--- config.mk ---
export PLATFORM = sky130hd
export DESIGN_NAME = ysyx_23060286_ifu
export DESIGN_NICKNAME = d
export VERILOG_FILES = /design/src/rtl/ysyx_23060286_ifu.sv
export SDC_FILE = /design/constraint.sdc
export NUM_CORES = 1
export LEC_CHECK = 0
export CAP_MARGIN = 40
export CORE_MARGIN = 1
export CORE_UTILIZATION = 40
export CTS_BUF_LIST = sky130_fd_sc_hd__clkbuf_4 sky130_fd_sc_hd__clkbuf_8 sky130_fd_sc_hd__clkbuf_16
export DETAILED_ROUTE_END_ITERATION = 10
export HOLD_SLACK_MARGIN = 0.1
export PLACE_DENSITY = 0.72
export SLEW_MARGIN = 30
export SYNTH_ARGS = -nofsm -noshare
export SYNTH_HDL_FRONTEND = slang
export SYNTH_SLANG_ARGS = --single-unit
--- constraint.sdc ---
create_clock -name i_clk -period 3.73 [get_ports i_clk]
set_input_delay 0.746 -clock i_clk [delete_from_list [all_inputs] [get_ports i_clk]]
set_output_delay 0.746 -clock i_clk [all_outputs]
set_load 0.03 [all_outputs]
--- src/rtl/ysyx_23060286_ifu.sv ---
// Instruction fetch unit: credit-limited request issue, in-order response FIFO,
// and redirect flush that discards responses still in flight for the old stream.
module ysyx_23060286_ifu #(
    parameter int              XLEN     = 32,
    parameter int              ILEN     = 32,
    parameter int              DEPTH    = 4,
    parameter logic [XLEN-1:0] RESET_PC = 32'h8000_0000
) (
    input  logic            i_clk,
    input  logic            i_rst,
    output logic            o_req_valid,
    input  logic            i_req_ready,
    output logic [XLEN-1:0] o_req_addr,
    input  logic            i_rsp_valid,
    input  logic [ILEN-1:0] i_rsp_data,
    input  logic            i_rsp_err,
    output logic            o_inst_valid,
    input  logic            i_inst_ready,
    output logic [ILEN-1:0] o_inst_data,
    output logic [XLEN-1:0] o_inst_pc,
    output logic            o_inst_err,
    input  logic            i_redirect_valid,
    input  logic [XLEN-1:0] i_redirect_pc
);
    localparam int AW = $clog2(DEPTH);
    localparam int CW = AW + 1;
    localparam logic [CW:0] DEPTH_W = (CW+1)'(DEPTH);
    localparam logic [XLEN-1:0] STEP = XLEN'(4);

    logic [XLEN-1:0] r_fetch_pc;
    logic [XLEN-1:0] r_rsp_pc;
    logic [CW-1:0]   r_outstanding;
    logic [CW-1:0]   r_drop;
    logic [CW-1:0]   r_count;
    logic [AW-1:0]   r_wr_ptr;
    logic [AW-1:0]   r_rd_ptr;
    logic [XLEN-1:0] r_mem_pc   [DEPTH];
    logic [ILEN-1:0] r_mem_data [DEPTH];
    logic            r_mem_err  [DEPTH];

    logic [CW:0]     w_credit_sum;
    logic            w_req_valid;
    logic            w_req_fire;
    logic            w_rsp_take;
    logic            w_push;
    logic            w_inst_valid;
    logic            w_pop;
    logic [CW-1:0]   w_out_next;
    logic [XLEN-1:0] w_redirect_pc;

    assign w_credit_sum  = {1'b0, r_outstanding} + {1'b0, r_count};
    // Gated by rst so the request is not advertised while the block is held in reset.
    assign w_req_valid   = !i_rst && !i_redirect_valid && (w_credit_sum < DEPTH_W);
    assign w_req_fire    = w_req_valid && i_req_ready;
    assign w_rsp_take    = i_rsp_valid && (r_outstanding != '0);
    assign w_push        = w_rsp_take && (r_drop == '0) && !i_redirect_valid;
    assign w_inst_valid  = (r_count != '0);
    assign w_pop         = w_inst_valid && i_inst_ready;
    assign w_out_next    = r_outstanding + CW'(w_req_fire) - CW'(w_rsp_take);
    assign w_redirect_pc = i_redirect_pc & ~XLEN'(3);

    assign o_req_valid  = w_req_valid;
    assign o_req_addr   = r_fetch_pc;
    assign o_inst_valid = w_inst_valid;
    assign o_inst_data  = w_inst_valid ? r_mem_data[r_rd_ptr] : '0;
    assign o_inst_pc    = w_inst_valid ? r_mem_pc[r_rd_ptr]   : '0;
    assign o_inst_err   = w_inst_valid ? r_mem_err[r_rd_ptr]  : 1'b0;

    always_ff @(posedge i_clk or posedge i_rst) begin
        if (i_rst) begin
            r_fetch_pc    <= RESET_PC;
            r_rsp_pc      <= RESET_PC;
            r_outstanding <= '0;
            r_drop        <= '0;
            r_count       <= '0;
            r_wr_ptr      <= '0;
            r_rd_ptr      <= '0;
        end else begin
            r_outstanding <= w_out_next;
            if (i_redirect_valid) begin
                r_fetch_pc <= w_redirect_pc;
                r_rsp_pc   <= w_redirect_pc;
                // Everything still outstanding belongs to a stale stream.
                r_drop     <= w_out_next;
                r_count    <= '0;
                r_wr_ptr   <= '0;
                r_rd_ptr   <= '0;
            end else begin
                if (w_req_fire)
                    r_fetch_pc <= r_fetch_pc + STEP;
                if (w_rsp_take && (r_drop != '0))
                    r_drop <= r_drop - 1'b1;
                if (w_push) begin
                    r_rsp_pc <= r_rsp_pc + STEP;
                    r_wr_ptr <= r_wr_ptr + 1'b1;
                end
                if (w_pop)
                    r_rd_ptr <= r_rd_ptr + 1'b1;
                r_count <= r_count + CW'(w_push) - CW'(w_pop);
            end
        end
    end

    // Payload storage carries no reset; the outputs are masked while empty.
    always_ff @(posedge i_clk) begin
        if (w_push) begin
            r_mem_pc[r_wr_ptr]   <= r_rsp_pc;
            r_mem_data[r_wr_ptr] <= i_rsp_data;
            r_mem_err[r_wr_ptr]  <= i_rsp_err;
        end
    end

    a_rsp_without_req: assert property (@(posedge i_clk) disable iff (i_rst)
        !(i_rsp_valid && (r_outstanding == '0)));
endmodule

==> summary.md <==
| Metric | Value |
|---|---|
| PwrDens | `689 nW/µm²` |
| WHS Path Cells | `2` |
| Total gr overflow | `0` |
| Max_cap viols | `0` |
| Final Hold Viols | `0` |
| FF-to-FF path depth | `12` |
| Worst EP arrival | `2770 ps` |
| Gr usage total | `17.0%` |
| Ys flop type | `edfxtp_1` |
| TritonCTS Buffers | `35` |
| Worst hold start | `o_req_addr[31]` |
| Startpoint Class | `register` |
| Max-slew violation count | `0` |
| DR DRC count | `0` |
| Synth Warn # | `0` |
| Largest net degree at the start of global routing | `46` |
| Post-Syn Area | `13,700 µm²` |
| DP Wirelength | `18.9 mm` |
| Final net count | `1,108` |
| Cell taking the most area after synthesis | `edfxtp_1` |
| Share of flip-flops with an asynchronous set or reset | `22.5%` |
| Post-synth cell types | `48` |
| Detailed router's first-iteration violation count | `559` |
| Reg2Reg Setup Slack | `850 ps` |
| Area of the core | `33,700 µm²` |
| CP Max Fanout | `45` |
| Worst hold path type | `register to register` |
| Req. time, crit path | `2980 ps` |
| CTS Sinks | `325` |
| CTS H-tree depth | `2` |
| Clk slew on worst S/H paths | `60 ps` |
| Register area share after synthesis | `68.3%` |
| Die H | `187 µm` |
| Synth top area cells | `edfxtp_1, dfrtp_1, mux4_2, and2_1, mux2_2` |
| FF+latch count, synth | `325` |
| Clock skew | `11.6 ps` |
| Port-buffer cells | `163` |
| Drt first pass iters | `5` |
| FF-to-FF End | `r_drop[2]` |
| Hold EP | `o_req_addr[31]` |
| Hold slack | `542 ps` |
| Max-slew headroom | `47.2%` |
| Die X | `187 µm` |
| Row count | `67` |
| Number of diodes | `0` |
| Syn avg cell area | `16.5 µm²` |
| Full die area | `35,100 µm²` |
| Mapped Cells | `835` |
| Status | `complete, no violations` |
| Final wirelength | `29.7 mm` |
| Total vias in the final route | `7,903` |
| Design area | `17,300 µm²` |
| Layout cells sized above 1 | `17.8%` |
| Fin crit share | `94.3%` |
| LEAKAGE | `5.89 nW` |
| Worst r2r src | `r_outstanding[2]` |
| RSZ-0062 raised after global routing | `no` |
| Worst-Skew Late Latency | `510 ps` |
| Crit end category | `output pin` |
| Vias in the first global route | `8,236` |
| Max Clk Rate | `284 MHz` |
| First-pass GRT wire length | `46.5 mm` |
| Clock root cell | `clkbuf_16` |
| Initial antenna violation count | `0` |
| Worst vdd ir | `0.324 mV` |
| Remaining antenna violation count after routing | `0` |
| Fin crit period | `3520 ps` |
| Worst Tran Pin Value | `786 ps` |
| Initial Util | `40.8%` |
| Placed cell area | `16,100 µm²` |
| CTS tree | `built` |
| Total I/O pin count | `170` |
| Area grow syn2layout | `26.1%` |
| Kind of critical path | `register to output pin` |
| Share of the synthesized area in the top cell type | `55.0%` |
| Clk buf depth | `3` |
| WL per Instance | `19.9 µm` |
| TNS Setup | `0 ps` |
| Via density | `5.29` |
| EDFF count, synth | `252` |
| Endpoints failing setup | `0` |
| GP Congestion | `0.838` |
==> metal layers <==
layer / wire length, µm / track usage, % / share of wire [%] / up-vias
met4: 584 / 4.35 / 2.0 / 0
li1: - / - / - / 3578
met5: 0 / 0 / 0 / -
met3: 1900 / 3.30 / 6.4 / 45
met1: 13300 / 24.1 / 45 / 3985
met2: 13900 / 27.0 / 47 / 295
==> through the flow <==
step                      total power, W  utilization (%)  cells  setup slack (ps)
after detailed placement         0.00841             47.8   1431               214
after floorplan                  0.00683                -    838               442
after CTS                         0.0121             51.4   1493              50.7
final                             0.0119             51.5   1494               213
after global placement           0.00836             47.7   1430               214
after global routing              0.0125             51.5   1494              88.5
==> cell usage in the layout, fill, tap and decap left out, types with 6 or more instances in the layout <==
cell type,count
and2_1,72
and3_1,11
buf_12,11
buf_4,15
bufinv_16,6
clkbuf_16,38
clkdlybuf4s50_1,162
dfrtp_1,69
edfxtp_1,252
ha_1,14
inv_1,13
mux2_2,25
mux4_2,63
nand2_1,36
nand3_1,31
nand4_1,29
nor2_1,21
nor3_1,7
o21ai_0,23
xnor2_1,29
xor2_1,22
==> cell usage after synthesis (2+ instances only) <==
| cell type | n |
|---|---|
| nor2b_1 | 4 |
| or4_1 | 2 |
| nor4_1 | 3 |
| nand4_1 | 29 |
| nand3_1 | 31 |
| nand2_1 | 36 |
| inv_1 | 14 |
| buf_4 | 4 |
| xnor2_1 | 29 |
| a41oi_1 | 3 |
| o21ai_0 | 23 |
| nor3b_1 | 2 |
| nand3b_1 | 2 |
| dfrtp_1 | 71 |
| nand2b_1 | 3 |
| clkbuf_1 | 26 |
| mux2_2 | 25 |
| edfxtp_1 | 252 |
| xor2_1 | 22 |
| and3_1 | 11 |
| buf_6 | 2 |
| mux4_2 | 63 |
| o21a_1 | 2 |
| o31a_1 | 3 |
| buf_1 | 4 |
| o311ai_1 | 3 |
| buf_2 | 7 |
| mux2i_1 | 2 |
| and2_1 | 76 |
| fa_1 | 2 |
| a31oi_1 | 4 |
| or3_1 | 4 |
| and4_1 | 5 |
| nor3_1 | 7 |
| a21oi_1 | 4 |
| dfstp_2 | 2 |
| o211ai_1 | 5 |
| a21boi_0 | 5 |
| nor2_1 | 21 |
| ha_1 | 14 |
==> report_power, final <==
part / switching (W) / total (W) / internal (W)
logic: 0.00210 / 0.00390 / 0.00180
registers: 0.000259 / 0.00441 / 0.00415
clock network: 0.00136 / 0.00364 / 0.00228
total: 0.00372 / 0.0119 / 0.00823
==> kinds of logic (layout without fill, tap and decap cells) <==
| kind of cell | Yosys count | count (layout) | synth area share [%] |
|---|---|---|---|
| compound gates | 53 | 53 | 2.46 |
| flops | 325 | 325 | 68.3 |
| fa+ha+maj | 16 | 16 | 1.57 |
| xor+xnor | 51 | 51 | 3.25 |
| simple gates | 241 | 241 | 9.98 |
| mux | 90 | 90 | 12.5 |
| buf+inv | 58 | 266 | 1.87 |
| other cells | 1 | 4 | 0.0273 |
==> flip-flops by register name, summed over array words and instances (netlist names) <==
register       flops
o_req_addr        30
r_mem_pc         120
r_count            3
r_mem_data       128
r_drop             3
r_rd_ptr           2
r_rsp_pc          30
r_outstanding      3
r_wr_ptr           2
r_mem_err          4
==> area by class of cell <==
class                   count  area [µm²]
clock inverters            19         248
fillers                  2776       16400
inverters                  15        56.3
clock buffers              43         977
multi-input cells         455        4120
repair buffers            189        1980
well taps                 448         561
flip-flops and latches    325        9400
==> worst max-delay path, cell delays in order (launching register included) <==
cell	delay (ps)
dfrtp_1	440
or3_2	730
buf_12	270
and2_1	170
clkdlybuf4s50_1	650
==> timing repair <==
item                                    4_1_cts  5_1_grt
hold endpoints to repair                      0        0
hold buffers                                  0        0
endpoints found under the setup margin        0        5
resized for setup                             0        0
setup buffers                                 0        1
==> how the worst max path moves through the flow <==
stage,startpoint,endpoint,slack [ps],depth (start not counted)
finish,r_count[1],o_inst_pc[24],210,4
global route,r_count[1],o_inst_pc[30],90,4
CTS,r_rd_ptr[0],o_inst_pc[29],50,4
detailed placement,i_redirect_valid,r_drop[2],210,12
global placement,i_redirect_valid,r_drop[2],210,12
floorplan,i_redirect_valid,r_drop[2],440,14
Power figures use the tool's default switching activity.
